<file path="src/rtl/if_fetch_unit.sv">
// Instruction-fetch front end: owns the fetch PC, issues one in-flight word
// request at a time and buffers returned instructions with their PCs for decode.
module if_fetch_unit #(
  parameter int                    DATA_WIDTH = 32,
  parameter logic [DATA_WIDTH-1:0] RESET_PC   = '0,
  parameter int                    FIFO_DEPTH = 2
) (
  input  logic                  clk,
  input  logic                  rst,
  output logic                  imem_req_o,
  output logic [DATA_WIDTH-1:0] imem_addr_o,
  input  logic                  imem_gnt_i,
  input  logic                  imem_rvalid_i,
  input  logic [DATA_WIDTH-1:0] imem_rdata_i,
  input  logic                  redirect_i,
  input  logic [DATA_WIDTH-1:0] redirect_pc_i,
  input  logic                  stall_i,
  output logic                  valid_o,
  output logic [DATA_WIDTH-1:0] instruction_o,
  output logic [DATA_WIDTH-1:0] pc_o,
  output logic [DATA_WIDTH-1:0] pc_plus4_o
);

  localparam int                    PW  = $clog2(FIFO_DEPTH);
  localparam int                    CW  = $clog2(FIFO_DEPTH + 1);
  localparam logic [DATA_WIDTH-1:0] NOP = DATA_WIDTH'(32'h0000_0013);

  logic [DATA_WIDTH-1:0] fetch_pc_q, fetch_pc_d;
  logic                  out_q, out_d;
  logic                  drop_q, drop_d;
  logic [PW-1:0]         rd_q, rd_d, wr_q, wr_d;
  logic [CW-1:0]         count_q, count_d;
  logic [DATA_WIDTH-1:0] tag_q;
  logic [DATA_WIDTH-1:0] instr_mem_q [FIFO_DEPTH];
  logic [DATA_WIDTH-1:0] pc_mem_q    [FIFO_DEPTH];

  logic                  valid, pop, resp, push, grant, space;
  logic [CW:0]           occupancy;
  logic [DATA_WIDTH-1:0] redirect_target;
  logic                  unused_redirect_lsbs;

  assign redirect_target      = {redirect_pc_i[DATA_WIDTH-1:2], 2'b00};
  assign unused_redirect_lsbs = ^redirect_pc_i[1:0];

  assign valid = !rst && (count_q != '0);
  assign pop   = valid && !stall_i && !redirect_i;
  assign resp  = imem_rvalid_i && out_q;
  assign push  = resp && !drop_q && !redirect_i;

  // A response arriving this cycle still needs its slot, so every live
  // (non-dropped) request counts against the queue until it is stored.
  assign occupancy = {1'b0, count_q} + (CW+1)'(out_q && !drop_q) - (CW+1)'(pop);
  assign space     = occupancy < (CW+1)'(FIFO_DEPTH);

  assign imem_req_o  = !rst && !redirect_i && space && (!out_q || imem_rvalid_i);
  assign imem_addr_o = fetch_pc_q;
  assign grant       = imem_req_o && imem_gnt_i;

  assign valid_o       = valid;
  assign instruction_o = valid ? instr_mem_q[rd_q] : NOP;
  assign pc_o          = valid ? pc_mem_q[rd_q] : '0;
  assign pc_plus4_o    = valid ? pc_mem_q[rd_q] + DATA_WIDTH'(4) : '0;

  always_comb begin
    fetch_pc_d = fetch_pc_q;
    out_d      = out_q;
    drop_d     = drop_q;
    rd_d       = rd_q;
    wr_d       = wr_q;
    count_d    = count_q;
    if (redirect_i) begin
      // A response landing in the redirect cycle is simply discarded; one
      // still in flight must be dropped when it eventually returns.
      fetch_pc_d = redirect_target;
      rd_d       = '0;
      wr_d       = '0;
      count_d    = '0;
      out_d      = out_q && !imem_rvalid_i;
      drop_d     = out_q && !imem_rvalid_i;
    end else begin
      if (resp) begin
        out_d  = 1'b0;
        drop_d = 1'b0;
      end
      if (grant) begin
        out_d      = 1'b1;
        fetch_pc_d = fetch_pc_q + DATA_WIDTH'(4);
      end
      if (push) wr_d = wr_q + PW'(1);
      if (pop)  rd_d = rd_q + PW'(1);
      count_d = count_q + CW'(push) - CW'(pop);
    end
  end

  always_ff @(posedge clk) begin
    if (rst) begin
      fetch_pc_q <= RESET_PC;
      out_q      <= 1'b0;
      drop_q     <= 1'b0;
      rd_q       <= '0;
      wr_q       <= '0;
      count_q    <= '0;
    end else begin
      fetch_pc_q <= fetch_pc_d;
      out_q      <= out_d;
      drop_q     <= drop_d;
      rd_q       <= rd_d;
      wr_q       <= wr_d;
      count_q    <= count_d;
    end
  end

  always_ff @(posedge clk) begin
    if (grant) tag_q <= fetch_pc_q;
    if (push) begin
      instr_mem_q[wr_q] <= imem_rdata_i;
      pc_mem_q[wr_q]    <= tag_q;
    end
  end

endmodule
</file>
<file path="config.mk">
export PLATFORM = sky130hd
export DESIGN_NAME = if_fetch_unit
export DESIGN_NICKNAME = d
export VERILOG_FILES = /design/src/rtl/if_fetch_unit.sv
export SDC_FILE = /design/constraint.sdc
export NUM_CORES = 1
export LEC_CHECK = 0
export BUFFER_PORTS_ARGS = -buffer_cell sky130_fd_sc_hd__buf_2
export CAP_MARGIN = 20
export CORE_UTILIZATION = 45
export DETAILED_ROUTE_END_ITERATION = 12
export HOLD_SLACK_MARGIN = 0.05
export PLACE_DENSITY = 0.79
export SETUP_SLACK_MARGIN = 0.4
export SYNTH_ARGS = -nofsm -noshare
export SYNTH_HDL_FRONTEND = slang
export SYNTH_SLANG_ARGS = --single-unit
</file>
<file path="constraint.sdc">
create_clock -name clk -period 12.2 [get_ports clk]
set_input_delay 1.83 -clock clk [delete_from_list [all_inputs] [get_ports clk]]
set_output_delay 1.83 -clock clk [all_outputs]
set_load 0.03 [all_outputs]
</file>
Yosys cells after proc, flatten, opt, wreduce, memory -nomap -nowiden
Memories as Yosys holds them, arrays and structs flattened. A register that Yosys moved wholly into a read port is not among the register bits.
Index checks and enable logic that the tools add are counted.
W data, S select, Z words.
- logic and storage cells: 58
- output and inout bits: 130
- bits in writable memories: 128
- memories kept: 2
- bits in registers: 70
- magnitude comparators: 1
- multiplexer cells: 15
- add/sub/neg operators: 8
- reduce and logical (&&, ||, !) cells: 24
- memory list (memory ; words ; bits a word ; read ports ; clocked after memory_dff ; wr ports ; RTL line ; RTL):
    instr_mem_q ; 2 ; 32 ; 1 ; 1 ; 1 ; 34 ; logic [DATA_WIDTH-1:0] instr_mem_q [FIFO_DEPTH];
    pc_mem_q ; 2 ; 32 ; 1 ; 1 ; 1 ; 35 ; logic [DATA_WIDTH-1:0] pc_mem_q [FIFO_DEPTH];
- operators by type and width (kind ; number):
    $mux W32 ; 5
    $add A32 B3 Y32 const B ; 2
    $logic_and A1 B1 Y1 ; 12
    $mux W1 ; 10
    $logic_not A1 Y1 ; 6
    $reduce_bool A2 Y1 ; 3
    $add A2 B1 Y3 ; 1
    $lt A3 B2 Y1 const B ; 1
    $reduce_bool A3 Y1 ; 1
    $sub A3 B1 Y3 ; 1
    $add A1 B1 Y1 const B ; 2
    $add A2 B1 Y2 ; 1
    $reduce_or A2 Y1 ; 1
    $sub A2 B1 Y2 ; 1
    $logic_or A1 B1 Y1 ; 1

Depth between registers and ports, before layout
Gate-level depths: netlist of the first run.
- word-level depth: 11
- gate-level depth with buffers: 15
- depth with buffers taken out: 11

Worst setup path before layout of the first run
OpenSTA, ideal clock, no wires.
- kind: input -> output
- from: in rst
- to: out imem_req_o
- stages on the path: 10
- data arrival time: 4.103 ns
- required time: 10.370 ns
- setup slack: 6.267 ns
- cells stage by stage: clkbuf_1 > or2_2 > clkbuf_1 > nor2_1 > xor2_1 > nand2_1 > fa_1 > xnor2_1 > nand2_1 > nor3b_1
- longest elaborated chain between the ends: 8
- RTL lines (what ; RTL line ; RTL):
    start: declaration ; 9 ; input logic rst,
    $logic_not A1 Y1 * ; 45, 55 ;
    $logic_and A1 B1 Y1 ; 45 ; assign valid = !rst && (count_q != '0);
    $logic_and A1 B1 Y1 (2 in a row) ; 46 ; assign pop = valid && !stall_i && !redirect_i;
    $sub A3 B1 Y3 ; 52 ; assign occupancy = {1'b0, count_q} + (CW+1)'(out_q && !drop_q) - (CW+1)'(pop);
    $lt A3 B2 Y1 ; 53 ; assign space = occupancy < (CW+1)'(FIFO_DEPTH);
    $logic_and A1 B1 Y1 * (2 in a row) ; 55 ; assign imem_req_o = !rst && !redirect_i && space && (!out_q || imem_rvalid_i);
    end: declaration ; 10 ; output logic imem_req_o,
Every way passes the cells marked *; elsewhere a longest branch is shown, timed or not.

Final worst setup path of the first run
- from: in rst
- to: out pc_plus4_o[26]
- longest elaborated chain between the ends: 3
- RTL lines (what ; RTL line ; RTL):
    $logic_not A1 Y1 ; 45 ;
    $logic_and A1 B1 Y1 ; 45 ;
    $mux W32 ; 62 ; assign pc_plus4_o = valid ? pc_mem_q[rd_q] + DATA_WIDTH'(4) : '0;
    end: declaration ; 21 ; output logic [DATA_WIDTH-1:0] pc_plus4_o
No other way between the ends.

==> impl_metrics.json, run 1 <==
{
  "cts_setup_buffers": 0,
  "dieArea_um2": 19800,
  "synthesis.area_per_instance_um2": 11.8,
  "rows": 50,
  "netlist_area_um2": 8670,
  "endpoint_kind": "output pin",
  "internal_power_mw": 1.10,
  "clock_sinks": 191,
  "drt-vias-per-instance": 5.45,
  "die_y_um": 141,
  "setup_ws_ns": 5.80,
  "tritoncts": "yes",
  "drtPass1Iterations": 4,
  "seq_area_frac_synth": 0.619,
  "reg2reg_depth": 11,
  "ys_warn_count": 0,
  "clock_latency_ns": 0.43,
  "fin_setup_tns_ns": 0,
  "max_stage_delay_ns": 0.58,
  "post_drt_wl_per_cell_um": 16.4,
  "slew_headroom": 0.351,
  "rsz0062_at_grt": "false",
  "cts_made_buffers": 17,
  "fin_crit_ns": 6.40,
  "synth_top_flop_cell": "edfxtp_1",
  "async_flop_share": 0,
  "seqPwrFrac": 0.524,
  "fin_nets": 988,
  "outcome": "complete, no violations",
  "power_density_nw_per_um2": 133,
  "root_buffer": "clkbuf_16",
  "coreArea_um2": 18800,
  "wl_um": 19000,
  "regArea_um2": 5370,
  "post-route-period-util": 0.525,
  "hpwl_um": 13100,
  "finalSetupViolCount": 0,
  "cp_common_cell": "buf_2",
  "gp_congestion": 0.782,
  "die_w_um": 141,
  "antenna_cells": 0,
  "r2r_slack_ns": 8.45,
  "place.port_buffers": 191,
  "ys_seq_elements": 191,
  "layout-drive-gt1-share": 0.273,
  "htree_levels": 4,
  "grt_util_all_layers": 0.194,
  "vias": 6319,
  "comb_power_share": 0.046,
  "critPathLaunchType": "primary input",
  "fin_util": 0.556,
  "antenna_found_initial": 0,
  "timing.hold.ws_ns": 0.447,
  "synth_cells": 735,
  "max_freq_mhz": 156,
  "overflow": 0,
  "post_cts_resized": 0,
  "grt_pass1_vias": 5862,
  "clock_path_buffers": 2,
  "worstHoldPathType": "flop to flop",
  "crit_fanout": 72,
  "clkSlewWorstSetupHoldPaths_ns": 0.06,
  "worst_slew_pin_slew_ns": 0.974,
  "clock_skew_ns": 0.0123,
  "finalMaxSlewViolations": 0,
  "hold_buffers": 0,
  "place_area_um2": 9790,
  "ys_types": 56,
  "num_io_pins": 200,
  "switchingPower_uw": 290,
  "min_to": "pc_mem_q[0][7]",
  "swShare": 0.208,
  "multi_input_comb_area_um2": 3080,
  "holdPathStages": 0,
  "drtIter0Drc": 293,
  "grt_max_degree": 73,
  "initial_core_util": 0.462,
  "grt_pass1_wl_um": 30000,
  "pre_cts_ws_ns": 5.83,
  "p_leak_nw": 3.86,
  "n_fill_cell": 1575,
  "worstPathCellList": "buf_2, or2_2, buf_4, inv_1, and2_1, mux2_2, buf_2",
  "power.share.clock": 0.430,
  "worstPathRequired_ns": 10.37,
  "drv_cap": 0,
  "path_class": "primary input to output pin",
  "hold_viol_final": 0,
  "hold_path.startpoint": "tag_q[7]",
  "design_area_um2": 10400,
  "antenna_left": 0,
  "r2r-start": "out_q",
  "crit_arrival_ns": 4.57,
  "r2r_end": "imem_addr_o[22]",
  "vdd_drop_max_uv": 100,
  "worst_path_max_delay_cell": "buf_4",
  "synthToLayoutAreaGrowth_pct": 20.3,
  "drc_errors": 0,
  "synth-edff-count": 154
}
area by class of cell:
class / count / area share
Sequential cell: 191 / 0.515
Multi-Input combinational cell: 495 / 0.295
Timing Repair Buffer: 199 / 0.0971
Clock buffer: 18 / 0.0411
Tap cell: 234 / 0.0281
Clock inverter: 13 / 0.0201
Inverter: 10 / 0.00360
cell usage after synthesis (3+ instances only):
library cell / n / area share
a31oi_1: 13 / 0.0094
dfxtp_1: 37 / 0.085
o31ai_1: 8 / 0.0069
a221oi_1: 3 / 0.0030
nand3b_1: 5 / 0.0043
and4_1: 3 / 0.0030
ha_1: 3 / 0.0043
a211oi_1: 4 / 0.0035
buf_1: 4 / 0.0017
a21oi_1: 31 / 0.018
edfxtp_1: 154 / 0.53
or3_1: 7 / 0.0050
nor2_1: 101 / 0.044
nor3_1: 15 / 0.0087
a311oi_1: 3 / 0.0030
mux2_2: 10 / 0.013
o21ai_0: 25 / 0.014
nand2b_1: 3 / 0.0022
and2_1: 16 / 0.012
o31a_1: 4 / 0.0040
buf_2: 10 / 0.0058
nand2_1: 64 / 0.028
buf_4: 10 / 0.0087
xor2_1: 7 / 0.0071
clkbuf_1: 20 / 0.0087
nor4_1: 5 / 0.0036
nand3_1: 28 / 0.016
mux2i_1: 61 / 0.070
nor2b_1: 3 / 0.0022
o211ai_1: 7 / 0.0061
nand4_1: 18 / 0.013
xnor2_1: 11 / 0.011
and3_1: 3 / 0.0022
inv_1: 10 / 0.0043
power groups by stage:
| stage | Sequential [mW] | Combinational (mW) | Clock [mW] |
|---|---|---|---|
| after floorplan | 0.750 | 0.0287 | 0 |
| after global placement | 0.742 | 0.0620 | 0 |
| after detailed placement | 0.743 | 0.0634 | 0 |
| after CTS | 0.728 | 0.0636 | 0.611 |
| after global routing | 0.730 | 0.0685 | 0.639 |
| final | 0.729 | 0.0633 | 0.598 |
layout by cell type, fill, tap and decap left out, types with 4 or more instances in the layout:
cell and count:
conb_1 6, nor4_1 5, nor2_1 101, mux2i_1 61, o31a_1 4, nand2_1 64, a211oi_1 4, a21oi_1 31
nor3_1 15, o21ai_0 25, buf_2 192, o31ai_1 8, inv_1 10, nand3_1 28, xnor2_1 11, dfxtp_1 36
mux2_2 10, a31oi_1 13, bufinv_16 5, clkbuf_16 17, or3_1 7, and2_1 15, o211ai_1 7, edfxtp_1 154
xor2_1 7, nand4_1 18, nand3b_1 5, buf_4 7
worst max path at each step:
stage	slack, ns	endpoint	startpoint
final	5.80	pc_plus4_o[26]	rst
after global routing	5.60	pc_plus4_o[31]	rst
after CTS	5.83	pc_plus4_o[31]	rst
after detailed placement	5.83	pc_plus4_o[31]	rst
after global placement	5.85	pc_plus4_o[26]	rst
after floorplan	6.27	imem_req_o	rst
cell families (layout without fill, tap and decap cells):
| group | count (synthesis) | after routing | synth area share |
|---|---|---|---|
| XOR/XNOR | 18 | 18 | 0.0182 |
| AND/OR/NAND/NOR | 287 | 287 | 0.163 |
| multiplexers | 71 | 71 | 0.0834 |
| AO/OA/AOI/OAI | 109 | 109 | 0.0802 |
| adder cells (fa/ha/maj) | 4 | 4 | 0.00664 |
| buffers and inverters | 54 | 240 | 0.0291 |
| flip-flops | 191 | 191 | 0.619 |
| other | 1 | 6 | 0.000432 |
routing by layer:
layer,up-vias,global-route usage,part of all wire
met4,0,0.0664,0.016
met1,3006,0.268,0.47
met2,218,0.307,0.45
met5,-,0,0
li1,3073,-,-
met3,22,0.0377,0.058
sequential cells by signal, summed over array words and instances (netlist names), named ones only:
register and count:
drop_q 1, wr_q 1, pc_mem_q 60, tag_q 30, imem_addr_o 30, instr_mem_q 64, rd_q 1, out_q 1
count_q 2
per-stage QoR:
step	power, mW	instances
2_1_floorplan	0.778	740
3_3_place_gp	0.804	1128
3_5_place_dp	0.806	1128
4_1_cts	1.40	1159
5_1_grt	1.44	1160
6_report	1.39	1160
critical path: cells and delay by family:
family / cells / cell delay [ns]
AND/OR/NAND/NOR: 2 / 0.52
buffers and inverters: 4 / 1.88
multiplexers: 1 / 0.26
Power figures use the tool's default switching activity.
==> run 2: changes to the inputs <==
ABC_AREA = 1   (was default)
PLACE_DENSITY = 0.8   (was 0.79)
clock period = 5.6 ns   (was 12.2 ns; I/O delays follow)
==> run 2 against run 1 <==
Effect of this change: core utilization is 0.61 points lower; power is 110% higher; sequential power is 120% higher; non-clock buffer count stayed put; die area is 10% higher; critical path depth is 1 higher; global-route usage is 1.2 points higher; register-to-register slack worse by 6.0 ns; wire length is 15% higher.
==> impl_metrics.json, run 2 <==
{
  "worstHoldPathType": "flop to flop",
  "clock_skew_ns": 0.00929,
  "overflow": 0,
  "outcome": "complete, no violations",
  "max_freq_mhz": 263,
  "seq_area_frac_synth": 0.562,
  "coreArea_um2": 20500,
  "cts_setup_buffers": 0,
  "largest_register_ffs": 64,
  "synth_compound_area_frac": 0.0401,
  "post-route-period-util": 0.679,
  "worst_path_max_delay_cell": "clkinv_1",
  "largestRegisters": "instr_mem_q (64), pc_mem_q (60)",
  "cts_made_buffers": 17,
  "p_leak_nw": 5.13,
  "clock_sinks": 191,
  "rows": 52,
  "fin_util": 0.550,
  "multi_input_comb_area_um2": 3490,
  "num_io_pins": 200,
  "netlist_area_um2": 9550,
  "setup_ws_ns": 1.80,
  "post_cts_resized": 0,
  "synth_top_area_share": 0.484,
  "top_register": "instr_mem_q",
  "pre_cts_ws_ns": 1.70,
  "regArea_um2": 5370,
  "synthMuxAreaShare": 0,
  "tritoncts": "yes",
  "clock_latency_ns": 0.43,
  "synthToLayoutAreaGrowth_pct": 18.0,
  "clock_path_buffers": 2,
  "drtIter0Drc": 490,
  "netlist_top_cells_area": "edfxtp_1 (48%), nand2_1 (17%), dfxtp_1 (7.8%), nor2_1 (5.5%), inv_1 (4.8%)",
  "yosysTopAreaCell": "edfxtp_1",
  "crit_fanout": 45,
  "power_density_nw_per_um2": 257,
  "synth-edff-count": 154,
  "clkSlewWorstSetupHoldPaths_ns": 0.07,
  "worstPathRequired_ns": 4.76,
  "hold_buffers": 0,
  "drc_errors": 0,
  "antenna_left": 0,
  "initial_core_util": 0.466,
  "synth-simple-area-share": 0.302,
  "final_cell_mix": "nand2_1 (438), buf_2 (191), edfxtp_1 (154), nor2_1 (137), inv_1 (121)",
  "synth_top_flop_cell": "edfxtp_1",
  "drtPass1Iterations": 5,
  "crit_arrival_ns": 2.96,
  "hpwl_um": 15800,
  "place.port_buffers": 191,
  "worst_slew_pin_slew_ns": 0.913,
  "critPathLaunchType": "primary input",
  "hold_viol_final": 0,
  "grt_util_all_layers": 0.207,
  "slew_headroom": 0.390,
  "grt_pass1_wl_um": 35000,
  "fin_setup_tns_ns": 0,
  "synthAdderAreaFrac": 0.00603,
  "die_w_um": 148,
  "vias": 7813,
  "fin_nets": 1402,
  "finalSetupViolCount": 0,
  "synth_cells": 1145,
  "async_flop_share": 0,
  "layout_commonest_cell": "nand2_1",
  "max_stage_delay_ns": 0.51,
  "finalMaxSlewViolations": 0,
  "synth_top_family_by_area": "simple AND/OR/NAND/NOR gates",
  "post_drt_wl_per_cell_um": 13.6,
  "synth_common_cells": "nand2_1 (438), edfxtp_1 (154), nor2_1 (139)",
  "die_y_um": 148,
  "cp_common_cell": "buf_2",
  "htree_levels": 4,
  "grt_max_degree": 56,
  "ys_warn_count": 0,
  "antenna_found_initial": 0,
  "yosysMostFrequentCell": "nand2_1",
  "grt_pass1_vias": 7090,
  "drt-vias-per-instance": 4.85,
  "synthesis.area_per_instance_um2": 8.34,
  "rsz0062_at_grt": "false",
  "drv_cap": 0,
  "wl_um": 21900,
  "gp_congestion": 0.893,
  "layout-drive-gt1-share": 0.216,
  "dieArea_um2": 21800,
  "endpoint_kind": "output pin",
  "fin_crit_ns": 3.80,
  "n_fill_cell": 1851,
  "vdd_drop_max_uv": 259,
  "worstPathCellList": "buf_2, clkinv_1, o21ai_4, buf_4, a21oi_1, o21ai_0, inv_1, buf_2",
  "ys_seq_elements": 191,
  "yosys.area_share.xor_xnor": 0.0128,
  "antenna_cells": 0,
  "path_class": "primary input to output pin",
  "ys_types": 39,
  "root_buffer": "clkbuf_16"
}
==> run 2: cell types whose count changed in the layout (fill, tap and decap cells not counted), sizes merged, moves of 10 or more <==
cell   before  now
nand2      64  464
inv        13  135
mux2i      61    0
nor2      101  161
nand3      29   59
and2       18    1
nand4      19    5
nor3       15    2
a31oi      13    3
mux2       10    0
==> run 2: per-stage QoR <==
stage | hold WS [ns] | instance area, µm² | power [mW] | instances
after floorplan | 0.421 | 9570 | 1.71 | 1150
after global placement | 0.424 | 10700 | 1.77 | 1579
after detailed placement | 0.430 | 10700 | 1.78 | 1579
after CTS | 0.447 | 11300 | 2.92 | 1611
after global routing | 0.461 | 11300 | 2.99 | 1611
final | 0.449 | 11300 | 2.89 | 1611
==> run 2: per-layer routing <==
layer / GRT usage / vias to the layer above / routed length, µm
met5: 0 / - / 0
met4: 0.0701 / 0 / 454
met3: 0.0370 / 34 / 1590
met2: 0.336 / 297 / 10200
met1: 0.279 / 3495 / 9640
li1: - / 3987 / -
==> run 2: cell type report <==
| type | instances | share of cell area |
|---|---|---|
| Tap cell | 270 | 0.0300 |
| Sequential cell | 191 | 0.476 |
| Clock inverter | 14 | 0.0127 |
| Multi-Input combinational cell | 791 | 0.310 |
| Clock buffer | 18 | 0.0381 |
| Inverter | 128 | 0.0429 |
| Timing Repair Buffer | 199 | 0.0902 |
==> run 2: worst max-delay path, delay by kind of cell <==
kind	cells	cell delay, ns
compound gates	3	0.53
buf+inv	5	1.58
==> run 2: kinds of logic after synthesis <==
| kind of cell | Yosys count |
|---|---|
| compound gates | 70 |
| xor+xnor | 14 |
| fa+ha+maj | 4 |
| buf+inv | 168 |
| flops | 191 |
| other cells | 1 |
| simple gates | 697 |
==> run 2: path summary, 6_finish.rpt <==
kind,start,end,slack [ns],cells after the start
setup / recovery,rst,pc_plus4_o[14],1.80,8
hold / removal,tag_q[23],pc_mem_q[1][23],0.45,0
setup reg to reg,count_q[1],imem_addr_o[17],2.43,15
hold reg to reg,tag_q[23],pc_mem_q[1][23],0.45,0
==> run 2: power by group <==
part           total [mW]  leakage, nW  switching, mW  internal, mW
registers            1.59         1.69         0.0322          1.55
clock network        1.15        0.274          0.553         0.593
logic               0.159         3.16          0.106        0.0527
total                2.89         5.13          0.691          2.20
